### src/rtl/axc_booth_pkg.sv
// Shared types for the tunable-accuracy radix-2 Booth multiplier:
// Booth digit encoding, FSM states and the digit decoder.
package axc_booth_pkg;

  typedef enum logic [1:0] {
    DIGIT_ZERO = 2'b00,
    DIGIT_POS  = 2'b01,
    DIGIT_NEG  = 2'b11
  } booth_digit_e;

  typedef enum logic {
    IDLE = 1'b0,
    RUN  = 1'b1
  } state_e;

  // Radix-2 Booth digit d = a[i-1] - a[i]
  function automatic booth_digit_e booth_decode(input logic a_cur, input logic a_prev);
    case ({a_cur, a_prev})
      2'b01:   return DIGIT_POS;
      2'b10:   return DIGIT_NEG;
      default: return DIGIT_ZERO;
    endcase
  endfunction

endpackage

### src/rtl/axc_booth_mul_digit.sv
// Combinational radix-2 Booth digit: yields d*B (0, B or -B) for the
// operand bit pair a[i], a[i-1].
module booth_r2_digit
  import axc_booth_pkg::*;
#(
  parameter int W = 16
) (
  input  logic         a_cur,
  input  logic         a_prev,
  input  logic [W-1:0] b,
  output logic [W-1:0] db
);

  booth_digit_e digit;

  always_comb begin
    digit = booth_decode(a_cur, a_prev);
    case (digit)
      DIGIT_POS: db = b;
      DIGIT_NEG: db = -b;
      default:   db = '0;
    endcase
  end

endmodule

### src/rtl/axc_booth_mul.sv
// Sequential approximate Booth multiplier: consumes Booth digits of A
// MSB-first, one per clock, stopping at the cycle budget or early.
module axc_booth_mul
  import axc_booth_pkg::*;
#(
  parameter int NA = 8,
  parameter int NB = 8
) (
  input  logic                 CLK,
  input  logic                 RST,
  input  logic                 START,
  input  logic [NA-1:0]        A_in,
  input  logic [NB-1:0]        B_in,
  input  logic [$clog2(NA):0]  C_in,
  output logic [NA+NB-1:0]     N_out,
  output logic                 Done_out
);

  localparam int W  = NA + NB;
  localparam int CW = $clog2(NA) + 1;
  localparam int IW = $clog2(NA);

  state_e        state_q, state_d;
  logic [NA-1:0] a_q, a_d;
  logic [W-1:0]  b_q, b_d;
  logic [W-1:0]  p_q, p_d;
  logic [IW-1:0] idx_q, idx_d;
  logic [CW-1:0] cnt_q, cnt_d;
  logic [CW-1:0] k_q, k_d;
  logic [W-1:0]  n_q, n_d;
  logic          done_q, done_d;

  logic          a_cur, a_prev;
  logic [W-1:0]  db;
  logic [W-1:0]  p_new;
  logic [CW-1:0] cnt_new;
  logic [CW-1:0] shamt;
  logic [NA-1:0] low_mask;
  logic          rest_zero;
  logic          finish;

  assign a_cur  = a_q[idx_q];
  assign a_prev = (idx_q == '0) ? 1'b0 : a_q[idx_q - 1'b1];

  booth_r2_digit #(.W(W)) u_digit (
    .a_cur  (a_cur),
    .a_prev (a_prev),
    .b      (b_q),
    .db     (db)
  );

  // Datapath for the digit being processed this edge, plus finish detection
  always_comb begin
    p_new     = (p_q << 1) + db;
    cnt_new   = cnt_q + 1'b1;
    low_mask  = ~({NA{1'b1}} << idx_q);
    rest_zero = ((a_q & low_mask) == '0);
    finish    = (cnt_new == k_q) || rest_zero || (idx_q == '0);
    shamt     = CW'(NA) - cnt_new;
  end

  always_comb begin
    state_d = state_q;
    a_d     = a_q;
    b_d     = b_q;
    p_d     = p_q;
    idx_d   = idx_q;
    cnt_d   = cnt_q;
    k_d     = k_q;
    n_d     = n_q;
    done_d  = done_q;

    if (START) begin
      a_d     = A_in;
      b_d     = {{NA{B_in[NB-1]}}, B_in};
      k_d     = ((C_in == '0) || (C_in > CW'(NA))) ? CW'(NA) : C_in;
      p_d     = '0;
      idx_d   = IW'(NA - 1);
      cnt_d   = '0;
      done_d  = 1'b0;
      state_d = RUN;
    end else begin
      case (state_q)
        RUN: begin
          p_d   = p_new;
          idx_d = idx_q - 1'b1;
          cnt_d = cnt_new;
          if (finish) begin
            // Scale the partial sum back to the weight of the unprocessed digits
            n_d     = p_new << shamt;
            done_d  = 1'b1;
            state_d = IDLE;
          end
        end
        default: ;
      endcase
    end
  end

  always_ff @(posedge CLK) begin
    if (RST) begin
      state_q <= IDLE;
      a_q     <= '0;
      b_q     <= '0;
      p_q     <= '0;
      idx_q   <= '0;
      cnt_q   <= '0;
      k_q     <= '0;
      n_q     <= '0;
      done_q  <= 1'b0;
    end else begin
      state_q <= state_d;
      a_q     <= a_d;
      b_q     <= b_d;
      p_q     <= p_d;
      idx_q   <= idx_d;
      cnt_q   <= cnt_d;
      k_q     <= k_d;
      n_q     <= n_d;
      done_q  <= done_d;
    end
  end

  assign N_out    = n_q;
  assign Done_out = done_q;

endmodule

### config.mk
export PLATFORM = sky130hd
export DESIGN_NAME = axc_booth_mul
export DESIGN_NICKNAME = d
export VERILOG_FILES = /design/src/rtl/axc_booth_pkg.sv /design/src/rtl/axc_booth_mul_digit.sv /design/src/rtl/axc_booth_mul.sv
export SDC_FILE = /design/constraint.sdc
export NUM_CORES = 1
export LEC_CHECK = 0
export CORE_MARGIN = 4
export CORE_UTILIZATION = 53
export CTS_CLUSTER_DIAMETER = 30
export DETAILED_ROUTE_END_ITERATION = 10
export GPL_TIMING_DRIVEN = 1
export PLACE_DENSITY_LB_ADDON = 0.3
export SLEW_MARGIN = 20
export SYNTH_ARGS = -nofsm -noshare
export SYNTH_HDL_FRONTEND = slang
export SYNTH_SLANG_ARGS = --single-unit
### constraint.sdc
create_clock -name CLK -period 5.3 [get_ports CLK]
set_clock_uncertainty 0.2 [all_clocks]
set_input_delay 1.06 -clock CLK [delete_from_list [all_inputs] [get_ports CLK]]
set_output_delay 1.06 -clock CLK [all_outputs]
set_load 0.02 [all_outputs]
==> Word level (Yosys, flattened, before mapping) <==
Cells that the tools add are included.
{ "totals": {"out_inout_bits": 17, "in_bits": 23, "wordCells": 50, "ram_bits": 0, "n_memories": 0, "reg_bits": 60, "romBits": 0, "latch_bits": 0} }
{ "classes": {"n_mul": 0, "order_cmp": 3, "n_bitwise": 3, "muxes": 13, "add_sub_neg": 5, "div": 0, "reduce_logical": 10, "eq_ne": 5, "shift": 2} }
{ "ops": {"columns": ["cell", "count"], "rows": [
  ["case mux 16 bit (2 select lines)", 1],
  ["adder 16 bit", 1],
  ["negation 16 bit", 1],
  ["left shift 16 x 4 -> 16 bit", 1],
  ["bitwise AND 8 bit", 1],
  ["zero test 8 bit", 1],
  ["< comparator 3 x 4 -> 1 bit, second input constant", 2],
  ["NOT 8 bit", 1],
  ["left shift 8 x 3 -> 8 bit, first input constant", 1],
  ["binary-select mux 1 bit (select 3 bit)", 2],
  ["2-to-1 mux 1 bit", 6],
  ["2-to-1 mux 3 bit", 2],
  ["adder 4 x 1 -> 4 bit, second input constant", 1],
  ["== test 2 x 1 -> 1 bit, second input constant", 2],
  ["== test 2 bit, second input constant", 2],
  ["== test 4 bit", 1],
  ["greater-than comparator 4 bit, second input constant", 1],
  ["zero test 4 bit", 1],
  ["2-to-1 mux 4 bit", 1],
  ["case mux 2 bit (2 select lines)", 1],
  ["subtractor 4 bit, first input constant", 1],
  ["zero test 3 bit", 1],
  ["logical OR 1 bit", 3],
  ["AND reduction 3 bit", 1],
  ["other kinds (5)", 5]
]} }

==> Logic depth before layout (Yosys ltp) <==
Gate-level depths: netlist (run 1).
{ "depth": {"depth_word": 10, "ltp_mapped": 23, "depth_no_buf": 20} }

==> Cells and area by module <==
Synthesis (run 1) repeated with hierarchy kept, for this count alone.
{ "hier_totals": {"hier_cells": 572, "hier_area_um2": 4678.2} }
{ "by_module_without_submodules": {"columns": ["mod", "seq_area_each_um2", "cells_each", "n_inst", "area_per_inst_um2"], "rows": [
  ["axc_booth_mul", 1201.2, 487, 1, 4145.2],
  ["booth_r2_digit", 0.0, 85, 1, 533.0]
]} }

==> Worst setup path after synthesis (run 1) <==
OpenSTA, ideal clock, no wires.
{ "synth_path": {"kind": "reg2reg", "startpoint": "register idx_q[0]", "endpoint": "register n_q[13] (netlist: N_out[13])", "path_stages_with_launch": 21, "t_required_ns": 4.967, "arrival_ns": 4.958, "path_buffers": 3, "synth_period_minus_slack_ns": 5.291, "setup_ns": 0.133, "path_slack_ns": 0.009, "path_cell_list": "dfxtp_1 clkbuf_1 inv_1 ha_1 mux4_2 mux2_2 nand2_1 o31ai_1 ha_1 clkbuf_1 clkbuf_1 nor2_1 ha_1 fa_1 a211oi_1 o211ai_1 a21oi_1 nor2_1 mux4_2 a221oi_2 a211oi_1"} }
{ "synth_between": {"elab_chain_cells": 10, "elab_cells_between_ends": 22, "cone_classes": "add/sub (2); eq/ne (4); shift (2); mux (7); bitwise (2); reduce/logical (5)"} }
{ "synth_lines": {"columns": ["element", "line", "rtl"], "rows": [
  ["start, declared", "axc_booth_mul.sv:27", "logic [IW-1:0] idx_q, idx_d;"],
  ["start signal, assigned", "axc_booth_mul.sv:116", "idx_q <= idx_d;"],
  ["subtractor 3 x 1 -> 3 bit", "axc_booth_mul.sv:43", "assign a_prev = (idx_q == '0) ? 1'b0 : a_q[idx_q - 1'b1];"],
  ["binary-select mux 1 bit (select 3 bit)", "axc_booth_mul.sv:43", null],
  ["2-to-1 mux 1 bit (not written as such)", "axc_booth_mul.sv:43", null],
  ["2-to-1 mux 1 bit", "axc_booth_mul.sv:43", null],
  ["== test 2 bit / == test 2 x 1 -> 1 bit (equally long branches)", "axc_booth_pkg.sv:18", "case ({a_cur, a_prev})"],
  ["case mux 2 bit (2 select lines)", "axc_booth_pkg.sv:18", null],
  ["== test 2 bit / == test 2 x 1 -> 1 bit (equally long branches)", "axc_booth_mul_digit.sv:18", "case (digit)"],
  ["case mux 16 bit (2 select lines)", "axc_booth_mul_digit.sv:18", null],
  ["adder 16 bit", "axc_booth_mul.sv:54", "p_new = (p_q << 1) + db;"],
  ["left shift 16 x 4 -> 16 bit", "axc_booth_mul.sv:90", "n_d = p_new << shamt;"],
  ["end signal, assigned", "axc_booth_mul.sv:119", "n_q <= n_d;"],
  ["end, declared", "axc_booth_mul.sv:30", "logic [W-1:0] n_q, n_d;"]
]} }
Parallel ways exist; a longest one is shown, timed or not. The select of a mux whose other input is x is not followed.
A chain may end at the register's enable or synchronous reset.

==> Worst setup path after layout (run 1) <==
{ "layout_path": {"startpoint": "register idx_q[1]", "endpoint": "register n_q[13] (netlist: N_out[13])"} }
The elaborated chain is that of the path after synthesis.

==> impl_metrics.ini, run 1 <==
[synthesis]
async_flop_share = 0
synth-simple-area-share = 0.214
syn-cell-area_mm2 = 0.00437
yosys_register_bits = 60
synth.mux.area_fraction = 0.141
synth_top_area_frac = 0.275
synth-compound-area-share = 0.207
synthAdderAreaFrac = 0.0705
ys_seq_area_frac = 0.275
synth_nets = 582
avgSynthCellArea_um2 = 8.16
ys_dominant_reg_cell = dfxtp_1
synth_edf_count = 0
syn_inst = 535
synth.area.top_cells = dfxtp_1, mux2i_1, ha_1
synthDistinctLibCells = 66
yosys.area.top_type = dfxtp_1
yosys_warnings = 0
synth_top_family_by_area = simple AND/OR/NAND/NOR gates
synth_xor_area_frac = 0.0459

[floorplanning]
die-area_mm2 = 0.00975
fp.dieH_um = 98.8
core.rowCount = 32
die_w_um = 98.8
initial_utilization = 0.556
fp.coreArea_mm2 = 0.00785
pin_count = 40

[min_path]
hp-class = reg -> reg
min-delay-start = N_out[4]$_SDFFE_PP0P_
hold_end = N_out[4]$_SDFFE_PP0P_
hold_depth = 2

[clock_network]
cts.sinks = 60
cts_buffers = 9
tritoncts = done
insertion_delay_ns = 0.34
htreeDepth = 3
path_clk_slew_ns = 0.08
clk_path_buf_depth = 2
cts_root_buf = clkbuf_8

[setup_path]
cp.arrival_ns = 5.06
cp_slowest_cell = mux4_2
critPathMaxFanout = 7
end_kind = register
crit_chain = inv_1, ha_1, mux4_2, mux2_2, nand2_1, o31ai_1, ha_1, a22oi_1, nor2_1, ha_1, fa_1, a211oi_2, o211ai_1, a21oi_2, nor2_1, mux4_2, a221oi_2, a211oi_1
start_kind = register
required_ns = 5.30
reg2reg_slack_ns = 0.24
slowest_delay_ns = 0.53
reg2reg_from = idx_q[1]$_SDFFE_PP0P_
rr_endpoint = N_out[13]$_SDFFE_PP0P_
ff2ff_path_depth = 18
crit_type = reg -> reg
path_common_cell = ha_1

[grt]
grt_max_degree = 39
track_usage = 0.220
grt_pass1_vias = 3791
overflow = 0
grt_pass1_wl_um = 18000
antenna_found_initial = 0

[routing]
drc = 0
vias_per_cell = 6.17
wl_um = 11000
route.detailed.wl_per_inst_um = 16.4
drt_iter0_markers = 327
drtAntennaViolNets = 0
vias = 4125
drt_pre_antenna_iters = 5

[layout]
drive_gt1_frac = 0.115
stdcell_area_mm2 = 0.00511
fin_nets = 609
area_growth_pct = 17.1
final_cells = 669
regArea_mm2 = 0.00120
antenna_cells = 0
fillCellCount = 665
multi_input_area_mm2 = 0.00299

[timing]
hold_viol_final = 0
period_share = 0.955
slew_headroom = 0.494
fmax_ghz = 0.198
setup_viol = 0
period_needed_ns = 5.06
worst_hold_slack_ns = 0.252
worst_pin_slew_ns = 0.757
setup_ws_ns = 0.239
report.final.slew_viol_count = 0

[place]
io_buffers = 39
place_ws_ns = 0.206
dpl.hpwl_um = 7930
place_area_mm2 = 0.00481
dp.cells = 652
gp_congestion = 0.986

[flow_run]
max-cap-violations = 0

[power]
power_density_mw_per_mm2 = 249
peakVddDrop_v = 0.000214
total_power_uw = 1270
power.leakage_uw = 0.00205

[outcome]
run_status = finished, final reports clean
==> critical path, delay by kind of cell, from the launching register on <==
family          cells  cell delay (ns)
fa+ha+maj           4             1.31
mux                 3             1.29
compound gates      7             1.39
buf+inv             1             0.09
simple gates        3             0.22
flops               1             0.40
==> logic make-up (layout without fill, tap and decap cells) <==
logic type,count (synthesis),after routing
AO/OA/AOI/OAI,134,134
XOR/XNOR,22,22
adder cells (fa/ha/maj),24,24
buffers and inverters,49,81
flip-flops,60,60
multiplexers,47,47
AND/OR/NAND/NOR,199,199
==> flip-flops by register name, indices dropped and copies added, names as in the netlist <==
signal	flops
Done_out	1
p_q	15
state_q	1
a_q	8
N_out	16
k_q	4
cnt_q	4
idx_q	3
b_q	8
==> layer usage <==
| metal | wire length, µm | GRT usage | vias up |
|---|---|---|---|
| met5 | 0 | 0 | - |
| met2 | 5180 | 0.355 | 176 |
| met4 | 252 | 0.0735 | 0 |
| met1 | 4780 | 0.303 | 1933 |
| li1 | - | - | 1989 |
| met3 | 766 | 0.0269 | 27 |
==> cell type report <==
type | count | share of cell area
repair buffers | 51 | 0.0940
flip-flops and latches | 60 | 0.235
clock buffers | 11 | 0.0296
well taps | 102 | 0.0250
clock inverters | 5 | 0.0208
multi-input cells | 426 | 0.585
inverters | 14 | 0.0103
==> synthesized netlist by cell type (3+ instances only) <==
cell	instances
dfxtp_1	60
mux2_2	3
ha_1	23
buf_2	3
a21o_1	12
and3_1	6
nor2_1	76
a211oi_1	6
or2_2	3
buf_1	6
a21oi_1	50
clkbuf_1	23
o21ai_0	11
nand2_1	54
nor2b_1	8
nand3b_1	4
or3_1	4
mux4_2	10
o211ai_1	4
a22oi_1	5
inv_1	14
nor3_1	17
a31oi_1	10
xnor2_1	12
nand3_1	6
a311oi_1	8
mux2i_1	33
xor2_1	9
nand2b_1	7
==> cells in the final DEF (no fill, tap or decap), types with 8 or more instances in the layout <==
master	n
nor2_1	75
dfxtp_1	59
nand2_1	54
a21oi_1	48
clkdlybuf4s50_1	39
mux2i_1	33
ha_1	21
nor3_1	16
inv_1	13
a21o_1	12
xnor2_1	12
buf_4	12
o21ai_0	11
clkbuf_8	11
mux4_2	10
a31oi_1	10
xor2_1	9
a311oi_1	8
nor2b_1	8
==> worst max-delay path by stage <==
stage	startpoint	to	slack, ns
2_1_floorplan	idx_q[0]$_SDFFE_PP0P_	N_out[13]$_SDFFE_PP0P_	0.009
3_3_place_gp	idx_q[1]$_SDFFE_PP0P_	N_out[13]$_SDFFE_PP0P_	0.28
3_5_place_dp	idx_q[1]$_SDFFE_PP0P_	N_out[13]$_SDFFE_PP0P_	0.21
4_1_cts	idx_q[1]$_SDFFE_PP0P_	N_out[13]$_SDFFE_PP0P_	0.09
5_1_grt	idx_q[1]$_SDFFE_PP0P_	N_out[15]$_SDFFE_PP0P_	-0.02
6_report	idx_q[1]$_SDFFE_PP0P_	N_out[13]$_SDFFE_PP0P_	0.24
==> power breakdown <==
| group | internal [µW] | switching [µW] |
|---|---|---|
| Sequential | 467 | 18.2 |
| Combinational | 110 | 143 |
| Clock | 340 | 194 |
==> repair_timing <==
action | 4_1_cts | 5_1_grt
resized for setup | 0 | 11
endpoints found under the setup margin | 0 | 12
buffers inserted | 0 | 1
hold buffers | 0 | 0
==> metrics by stage <==
| stage | TNS (ns) | util |
|---|---|---|
| floorplan | 0 | - |
| global placement | 0 | 0.613 |
| detailed placement | 0 | 0.613 |
| CTS | 0 | 0.646 |
| global route | -0.0284 | 0.651 |
| finish | 0 | 0.651 |
No activity file was read; power rests on OpenSTA's default activity.
==> inputs of run 2 (changes only) <==
Settings changed: PLACE_DENSITY_LB_ADDON 0.3 to 0.08.
==> impl_metrics.ini, run 2 (synthesized netlist as in run 1, its figures left out) <==
[outcome]
run_status = finished, final reports clean

[layout]
area_growth_pct = 15.2
antenna_cells = 0
final_cells = 669
largest_register_ffs = 16
stdcell_area_mm2 = 0.00503
final_cell_mix = nor2_1, dfxtp_1, nand2_1, a21oi_1, clkdlybuf4s50_1
regArea_mm2 = 0.00120
multi_input_area_mm2 = 0.00298
layout_commonest_cell = nor2_1
fillCellCount = 711
drive_gt1_frac = 0.104
fin_nets = 609

[place]
dp.cells = 653
io_buffers = 39
dpl.hpwl_um = 7990
gp_congestion = 0.880
place_area_mm2 = 0.00482
place_ws_ns = 0.188

[routing]
wl_um = 10800
drtAntennaViolNets = 0
drt_pre_antenna_iters = 4
drc = 0
vias_per_cell = 5.97
route.detailed.wl_per_inst_um = 16.1
vias = 3995
drt_iter0_markers = 253

[min_path]
min-delay-start = N_out[4]$_SDFFE_PP0P_
hp-class = reg -> reg

[clock_network]
cts_root_buf = clkbuf_8
tritoncts = done
htreeDepth = 3
path_clk_slew_ns = 0.07
clk_path_buf_depth = 2
insertion_delay_ns = 0.34
postCtsSetupBuffers = 0
cts_buffers = 9
cts.sinks = 60

[floorplanning]
core.rowCount = 32
fp.coreArea_mm2 = 0.00785
initial_utilization = 0.556
die_w_um = 98.8
pin_count = 40
die-area_mm2 = 0.00975
fp.dieH_um = 98.8

[setup_path]
critPathMaxFanout = 7
end_kind = register
reg2reg_from = idx_q[1]$_SDFFE_PP0P_
required_ns = 5.33
startpoint = idx_q[1]$_SDFFE_PP0P_
cp.arrival_ns = 5.04
start_kind = register
crit_type = reg -> reg

[timing]
worst_pin_slew_ns = 0.986
setup_viol = 0
setup_ws_ns = 0.291
period_share = 0.945
slew_headroom = 0.340
report.final.slew_viol_count = 0
worst_hold_slack_ns = 0.254
finalSetupTns_ns = 0
period_needed_ns = 5.01
hold_viol_final = 0
fmax_ghz = 0.200

[flow_run]
max-cap-violations = 0

[grt]
antenna_found_initial = 0
grt_pass1_wl_um = 17900
track_usage = 0.223
grt_max_degree = 39
overflow = 0
grt_pass1_vias = 3719

[power]
power.leakage_uw = 0.00202
peakVddDrop_v = 0.000160
power_density_mw_per_mm2 = 229
## run 2: cell types whose count changed in the layout (fill, tap and decap cells not counted), moves of 2 or more
| cell | previous run | this run |
|---|---|---|
| bufinv_16 | 3 | 1 |
| clkbuf_8 | 11 | 9 |
| clkinv_2 | 0 | 2 |
| ha_1 | 21 | 23 |
| ha_2 | 2 | 0 |
## run 2: final cells by class
class | instances | area share
clock buffer | 10 | 0.0254
clock inverter | 6 | 0.0127
timing repair buffer | 51 | 0.0955
multi-input combinational | 426 | 0.592
sequential | 60 | 0.239
tap | 102 | 0.0254
inverter | 14 | 0.0104
## run 2: path summary, 6_finish.rpt
| path | to | slack, ns | cells after the start |
|---|---|---|---|
| min | N_out[4]$_SDFFE_PP0P_ | 0.25 | 2 |
| max | N_out[13]$_SDFFE_PP0P_ | 0.29 | 18 |
| min reg2reg | N_out[4]$_SDFFE_PP0P_ | 0.25 | 2 |
| max reg2reg | N_out[13]$_SDFFE_PP0P_ | 0.29 | 18 |
## run 2: worst max-delay path: stages, from the launching register on
cell,delay (ns)
dfxtp_2,0.40
inv_1,0.07
ha_1,0.34
mux4_2,0.52
mux2_2,0.27
nand2_1,0.06
o31ai_1,0.09
ha_1,0.30
a22oi_1,0.21
nor2_1,0.06
ha_1,0.21
fa_1,0.43
a211oi_1,0.28
o211ai_1,0.26
a21oi_2,0.24
nor2_1,0.11
mux4_2,0.49
a221oi_2,0.25
a211oi_1,0.10
## run 2: report_power, final
part,leakage (µW),switching [µW],internal [µW],total [µW]
clock network,0.0000927,198,217,415
logic,0.00144,140,110,250
registers,0.000489,17.9,467,485
total,0.00202,355,795,1150
## run 2: stage by stage
| stage | utilization | power [µW] |
|---|---|---|
| 2_1_floorplan | - | 670 |
| 3_3_place_gp | 0.614 | 734 |
| 3_5_place_dp | 0.614 | 740 |
| 4_1_cts | 0.639 | 1150 |
| 5_1_grt | 0.641 | 1200 |
| 6_report | 0.641 | 1150 |
## run 2: routing by layer
layer / wire length [µm] / global-route usage
met4: 250 / 0.0861
met3: 584 / 0.0333
met5: 0 / 0
met2: 5140 / 0.367
met1: 4830 / 0.295
## run 2: what timing repair did
action | 4_1_cts | 5_1_grt
setup endpoints to repair | 0 | 9
hold buffers | 0 | 0
resized for setup | 0 | 7
==> inputs of run 3 (changes only) <==
Settings changed: ABC_CLOCK_PERIOD_IN_PS set to 5020, CORE_UTILIZATION 53 to 59.
Clock period 5.3 ns to 5.02 ns, I/O delays scaled along.
==> impl_metrics.ini, run 3 (synthesized netlist as in run 1, its figures left out) <==
[place]
io_buffers = 39
dp.cells = 654
place_ws_ns = 0.0425
gp_congestion = 0.920
dpl.hpwl_um = 8110

[timing]
period_share = 0.963
setup_ws_ns = 0.186
setup_viol = 0
report.final.slew_viol_count = 0
fmax_ghz = 0.207
hold_viol_final = 0
period_needed_ns = 4.83
worst_hold_slack_ns = 0.255
slew_headroom = 0.501
worst_pin_slew_ns = 0.747

[grt]
track_usage = 0.255
antenna_found_initial = 0
overflow = 0
grt_pass1_wl_um = 18000
grt_max_degree = 39
grt_pass1_vias = 3821

[clock_network]
tritoncts = done
cts_root_buf = clkbuf_8
cts.sinks = 60
cts_buffers = 9
htreeDepth = 3
insertion_delay_ns = 0.35
path_clk_slew_ns = 0.07
clk_path_buf_depth = 2
postCtsHoldBufs = 0

[layout]
drive_gt1_frac = 0.142
utilization = 0.712
final_cell_mix = nor2_1, dfxtp_1, nand2_1, a21oi_1, clkdlybuf4s50_1
area_growth_pct = 17.7
final_cells = 670
fillCellCount = 603
largest_register_ffs = 16
layout_commonest_cell = nor2_1
antenna_cells = 0
fin_nets = 614

[setup_path]
end_kind = register
crit_chain = inv_1, ha_4, mux4_2, mux2_2, nand2_1, o31ai_1, inv_1, ha_1, inv_1, nor3_1, a21oi_1, nor2_2, ha_1, a21o_1, and4_4, or3_1, and2_4, mux4_2, o2111ai_2, o211ai_1
cp_slowest_cell = mux4_2
reg2reg_slack_ns = 0.19
cp.arrival_ns = 4.86
crit_type = reg -> reg
required_ns = 5.05
start_kind = register
slowest_delay_ns = 0.51
path_common_cell = inv_1
critPathMaxFanout = 6

[floorplanning]
core.rowCount = 31
die_w_um = 94.0
initial_utilization = 0.605
fp.coreArea_mm2 = 0.00721
die-area_mm2 = 0.00884
pin_count = 40
fp.dieH_um = 94.0

[power]
power.leakage_uw = 0.00206
sequentialPowerShare = 0.434
p_int_uw = 807
total_power_uw = 1180
power_density_mw_per_mm2 = 229
p_switching_uw = 370
pwr-share-clk = 0.327
swShare = 0.314
peakVddDrop_v = 0.000190
pwr-share-comb = 0.238

[min_path]
hp-class = reg -> reg

[routing]
vias_per_cell = 6.05
route.detailed.wl_per_inst_um = 16.5
drt_iter0_markers = 180
vias = 4053
drtAntennaViolNets = 0
drc = 0
wl_um = 11100
drt_pre_antenna_iters = 4

[flow_run]
max-cap-violations = 0

[outcome]
run_status = finished, final reports clean
==> run 3: final timing paths <==
kind / startpoint / endpoint / cells past startpoint
worst min-delay path: N_out[3]$_SDFFE_PP0P_ / N_out[3]$_SDFFE_PP0P_ / 2
worst max-delay path: idx_q[1]$_SDFFE_PP0P_ / N_out[14]$_SDFFE_PP0P_ / 20
worst max register to register: idx_q[1]$_SDFFE_PP0P_ / N_out[14]$_SDFFE_PP0P_ / 20
worst min register to register: N_out[3]$_SDFFE_PP0P_ / N_out[3]$_SDFFE_PP0P_ / 2
==> run 3: final cells by class <==
class	instances	area [µm²]	area share
Multi-Input combinational cell	426	3080	0.598
Tap cell	99	124	0.0241
Timing Repair Buffer	56	518	0.101
Clock buffer	11	141	0.0275
Clock inverter	4	26.3	0.00511
Inverter	14	52.6	0.0102
Sequential cell	60	1200	0.234
==> run 3: power by group through the flow <==
| stage | Combinational, µW | Sequential [µW] | Clock, µW |
|---|---|---|---|
| final | 281 | 511 | 385 |
| after global routing | 306 | 513 | 414 |
| after CTS | 267 | 510 | 392 |
| after detailed placement | 266 | 521 | 0 |
| after global placement | 257 | 521 | 0 |
| after floorplan | 191 | 519 | 0 |
==> run 3: worst max-delay path: cells and delay by family, from the launching register on <==
family / cells / cell delay (ns)
AO/OA/AOI/OAI: 5 / 0.67
adder cells (fa/ha/maj): 3 / 0.71
flip-flops: 1 / 0.34
AND/OR/NAND/NOR: 6 / 1.22
multiplexers: 3 / 1.29
buffers and inverters: 3 / 0.27
==> run 3: layer usage <==
layer	track usage	up-vias	wire length [µm]	part of all wire
li1	-	2008	-	-
met1	0.328	1879	4800	0.43
met2	0.427	138	5450	0.49
met3	0.0473	28	580	0.052
met4	0.0903	0	237	0.021
met5	0	-	0	0
==> run 3: repair_timing <==
item	CTS	global route
setup buffers	0	1
gates resized for setup	0	27
setup endpoints to repair	0	11
==> run 3: stage by stage <==
step | setup TNS (ns) | instance area (µm²)
after global placement | 0 | 4850
after detailed placement | 0 | 4850
final | 0 | 5140
after floorplan | 0 | 4370
after CTS | 0 | 5010
after global routing | -0.0395 | 5140
==> patch 1, RTL diff (settings of run 1) <==
Change the parameter `NB` from 8 to 9.
--- a/src/rtl/axc_booth_mul.sv
+++ b/src/rtl/axc_booth_mul.sv
@@ -4,7 +4,7 @@
   import axc_booth_pkg::*;
 #(
   parameter int NA = 8,
-  parameter int NB = 8
+  parameter int NB = 9
 ) (
   input  logic                 CLK,
   input  logic                 RST,
Ports: changed (resized B_in and N_out); port bits go from 40 to 42. The function was not compared with the original's and may differ.
==> patch 1 against run 1 <==
- routed wire length up 6.4%
- setup slack worse by 0.015 ns
- total power up 3.9%
- synthesized cell count up 5.0%
- sequential cell count up 3
- combinational power up 8.7%
- area after synthesis up 3.6%
- sequential power up 4.5%
- cell area up 4.1%
- global-route usage up 1.6 points
==> patch 1: results (changes against run 1) <==
Worst Hold End=N_out[2]; utilization after layout=64.4% (-0.71 points); post-layout net count=642 (+5.4%); power density of the placed cells=249 nW/um2 (-0.14%); worst IR drop on VDD=0.139 mV (-35%); area post-placement=5000 um2 (+3.9%); number of ordinary and repair buffers in the finished layout=54 (+5.9%); quantity of I/O buffers inserted on ports=41 (+5.1%); top-area cell type share of the netlist area=27.9% (+0.38 points); number of fillers in the final layout=729 (+9.6%); vias in the first global route=4,005 (+5.6%); LEAKAGE=2.11 nW (+2.9%); post-layout min period=5.08 ns (+0.0148 ns); P_seq=0.508 mW (+4.5%); Critical Path AT=5.15 ns (+0.09 ns); gp weighted congestion=0.909 (-7.8%); cell depth of the worst flop-to-flop path=21 (+3); non-clock buffer share of cell area=9.55% (+0.15 points); multi-input combinational area share=58.1% (-0.39 points); XOR/XNOR Fraction of Synth Area=5.54% (+0.95 points); start point of the worst hold path=N_out[2]; post-detail-place hpwl=8610 um (+8.6%); Cell Int Power=0.931 mW (+1.4%); Compound-Gate Fraction of Synth Area=21.8% (+1.2 points); All-Layer GR Usage=23.5% (+1.6 points); Mapped Avg Cell Area=8.04 um2 (-1.4%); transition time at the pin with the least slew margin=0.940 ns (+0.183 ns); clkbuf count=9 (-2); most common flop cell mapped by yosys=sky130_fd_sc_hd__dfxtp_1; combinational share of power=20.8% (+0.9 points); fraction of area in registers=23.7% (+0.20 points); Inverters=20 (+6); post-synthesis sequential area ratio=27.9% (+0.38 points); result of the run=finished, final reports clean; syn nets=612 (+5.2%); hold-critical path depth=2 (unchanged); Max stage delay on crit path=0.55 ns (+0.02 ns); capture instance of the worst register-to-register path=N_out[16]; Via density=6.10 (-1.1%); most used standard cells in the synthesized netlist=86 x sky130_fd_sc_hd__nor2_1, 63 x sky130_fd_sc_hd__dfxtp_1, 60 x sky130_fd_sc_hd__a21oi_1, 39 x sky130_fd_sc_hd__nand2_1, 29 x sky130_fd_sc_hd__mux2i_1; die width=100 um (+1.6%); worst hold-check slack=0.254 ns (+0.00182 ns); first-pass GRT wire length=19,400 um (+7.5%); post-placement cell count=684 (+4.9%); maximum number of pins on one net before global-route repair=33 (-15%); share of cell area taken by muxes after synthesis=12.4% (-1.7 points); comb_multi_in=444 (+4.2%); drt initial violations=359 (+9.8%); adder-cell share of the synthesized area=7.36% (+0.31 points)
==> patch 1: cell count changes in the layout (fill, tap and decap cells not counted), moves of 4 or more <==
cell / change
sky130_fd_sc_hd__nor2_1: +10
sky130_fd_sc_hd__mux2i_1: -4
sky130_fd_sc_hd__nand2_1: -15
sky130_fd_sc_hd__inv_1: +6
sky130_fd_sc_hd__nand3_1: +8
sky130_fd_sc_hd__a21oi_1: +10
sky130_fd_sc_hd__o21ai_0: +7
sky130_fd_sc_hd__a311oi_1: -7
sky130_fd_sc_hd__nor2b_1: -5
==> patch 1: worst reg2reg max path: stages, from the launching register on <==
cell                       delay [ns]
sky130_fd_sc_hd__dfxtp_2         0.40
sky130_fd_sc_hd__inv_1           0.08
sky130_fd_sc_hd__ha_1            0.34
sky130_fd_sc_hd__mux4_2          0.55
sky130_fd_sc_hd__mux2_2          0.29
sky130_fd_sc_hd__nand2_1         0.07
sky130_fd_sc_hd__o31ai_1         0.09
sky130_fd_sc_hd__inv_1           0.10
sky130_fd_sc_hd__ha_2            0.21
sky130_fd_sc_hd__inv_1           0.11
sky130_fd_sc_hd__nor2_1          0.11
sky130_fd_sc_hd__o21ai_0         0.08
sky130_fd_sc_hd__a21oi_1         0.19
sky130_fd_sc_hd__ha_1            0.33
sky130_fd_sc_hd__o211ai_1        0.36
sky130_fd_sc_hd__o21ai_4         0.15
sky130_fd_sc_hd__o21a_2          0.27
sky130_fd_sc_hd__o221a_1         0.27
sky130_fd_sc_hd__o21ai_2         0.16
sky130_fd_sc_hd__nand2_1         0.07
sky130_fd_sc_hd__mux4_2          0.47
sky130_fd_sc_hd__o22ai_1         0.11
==> patch 1: routing by layer <==
layer	global-route usage [%]	part of all wire [%]
met1	31.0	45
met2	39.6	47
met3	2.99	5.6
met4	8.60	2.2
met5	0	0
==> patch 2, RTL diff (config.mk and constraints of run 1) <==
Without the edit above. Make the reset (`RST`) asynchronous in one clocked block.
--- a/src/rtl/axc_booth_mul.sv
+++ b/src/rtl/axc_booth_mul.sv
@@ -97,7 +97,7 @@
     end
   end
 
-  always_ff @(posedge CLK) begin
+  always_ff @(posedge CLK or posedge RST) begin
     if (RST) begin
       state_q <= IDLE;
       a_q     <= '0;
Check against the original RTL: differs if RST is asserted again (counterexample within 4 cycles, from zero or initial values and one cycle with RST high); with RST held inactive, the same outputs for 4 cycles.
==> patch 2 against run 1 <==
- setup slack worse by 0.0018 ns
- routed wire length down 1.7%
- core utilization down 1.7 points
- area after synthesis rose by 2.5%
- cell area rose by 2.0%
- sequential share of layout area rose by 5.3 points
- sequential cell count unchanged
Power is not compared: it rests on default switching activity, and its combinational part moved more than twofold at a synthesized area within 25%.
==> patch 2: results (changes against run 1) <==
gp weighted congestion=0.929 (-5.8%); Unique masters post-synth=63 (-4.5%); most used standard cells in the synthesized netlist=60 x sky130_fd_sc_hd__dfrtp_1, 49 x sky130_fd_sc_hd__nor2_1, 48 x sky130_fd_sc_hd__nand2_1, 43 x sky130_fd_sc_hd__a21oi_1, 33 x sky130_fd_sc_hd__o21ai_0; worst reg2reg startpoint=idx_q[1]; worst setup slack before clock tree synthesis=0.108 ns (-0.0974 ns); Max stage delay on crit path=0.51 ns (-0.02 ns); post-synthesis sequential area ratio=33.6% (+6.0 points); Worst Hold End=N_out[11]; cell count after synthesis=504 (-5.8%); area post-placement=4930 um2 (+2.5%); result of the run=finished, final reports clean; post-detail-place hpwl=7750 um (-2.3%); syn nets=551 (-5.3%); share of cells above drive strength 1=14.1% (+2.6 points); worst hold-check slack=0.279 ns (+0.0276 ns); maximum number of pins on one net before global-route repair=53 (+36%); LEAKAGE=2.25 nW; routed wire length=10,800 um (-1.7%); post-placement cell count=627 (-3.8%); Via density=6.04 (-2.0%); first-pass GRT wire length=18,200 um (+1.1%); post-layout net count=582 (-4.4%); non-filler cells, final=645 (-3.6%); cell with the largest stage delay on the worst path=sky130_fd_sc_hd__mux4_2; transition time at the pin with the least slew margin=0.846 ns (+0.0891 ns); cell types occupying the most area after synthesis=sky130_fd_sc_hd__dfrtp_1 34%, sky130_fd_sc_hd__ha_1 6.4%, sky130_fd_sc_hd__a21oi_1 4.8%; drt initial violations=256 (-22%); start point of the worst hold path=N_out[11]; All-Layer GR Usage=22.6% (+0.60 points); capture instance of the worst register-to-register path=N_out[14]; Critical Path AT=5.08 ns (+0.02 ns)
[patch 2: per-layer routing]
metal  wire length, um  track usage, %  share of wire (%)  vias to the layer above
met5                 0               0                  0                        -
met4               196            7.46                1.8                        0
met1              4800            30.9                 44                     1854
met2              5160            36.8                 48                      145
met3               642            3.41                5.9                       17
li1                  -               -                  -                     1881
[patch 2: logic make-up (layout without fill, tap and decap cells)]
| kind of cell | Yosys count | in the layout | synth area share, % |
|---|---|---|---|
| multiplexers | 39 | 39 | 11.6 |
| flip-flops | 60 | 60 | 33.6 |
| adder cells (fa/ha/maj) | 24 | 24 | 6.88 |
| AND/OR/NAND/NOR | 160 | 160 | 16.5 |
| XOR/XNOR | 25 | 25 | 5.06 |
| buffers and inverters | 54 | 90 | 4.87 |
| AO/OA/AOI/OAI | 142 | 142 | 21.5 |
[patch 2: repair_timing]
action	CTS	global route
buffers inserted	0	2
resized for setup	0	17
setup endpoints to repair	0	11
[patch 2: worst max-delay path by stage]
stage | startpoint | to | slack (ns) | cells past startpoint
final | idx_q[1] | N_out[14] | 0.24 | 18
after global routing | idx_q[1] | N_out[15] | 0.02 | 21
after CTS | idx_q[1] | N_out[15] | 0.05 | 21
after detailed placement | idx_q[1] | N_out[15] | 0.11 | 21
after global placement | idx_q[1] | N_out[15] | 0.30 | 21
after floorplan | idx_q[0] | N_out[9] | 0.13 | 20
[patch 2: layout make-up]
cell class | count | area (um2)
clock buffers | 12 | 155
flip-flops and latches | 60 | 1500
clock inverters | 4 | 32.5
fillers | 691 | 3000
inverters | 24 | 90.1
multi-input cells | 390 | 2830
repair buffers | 50 | 468
well taps | 105 | 131
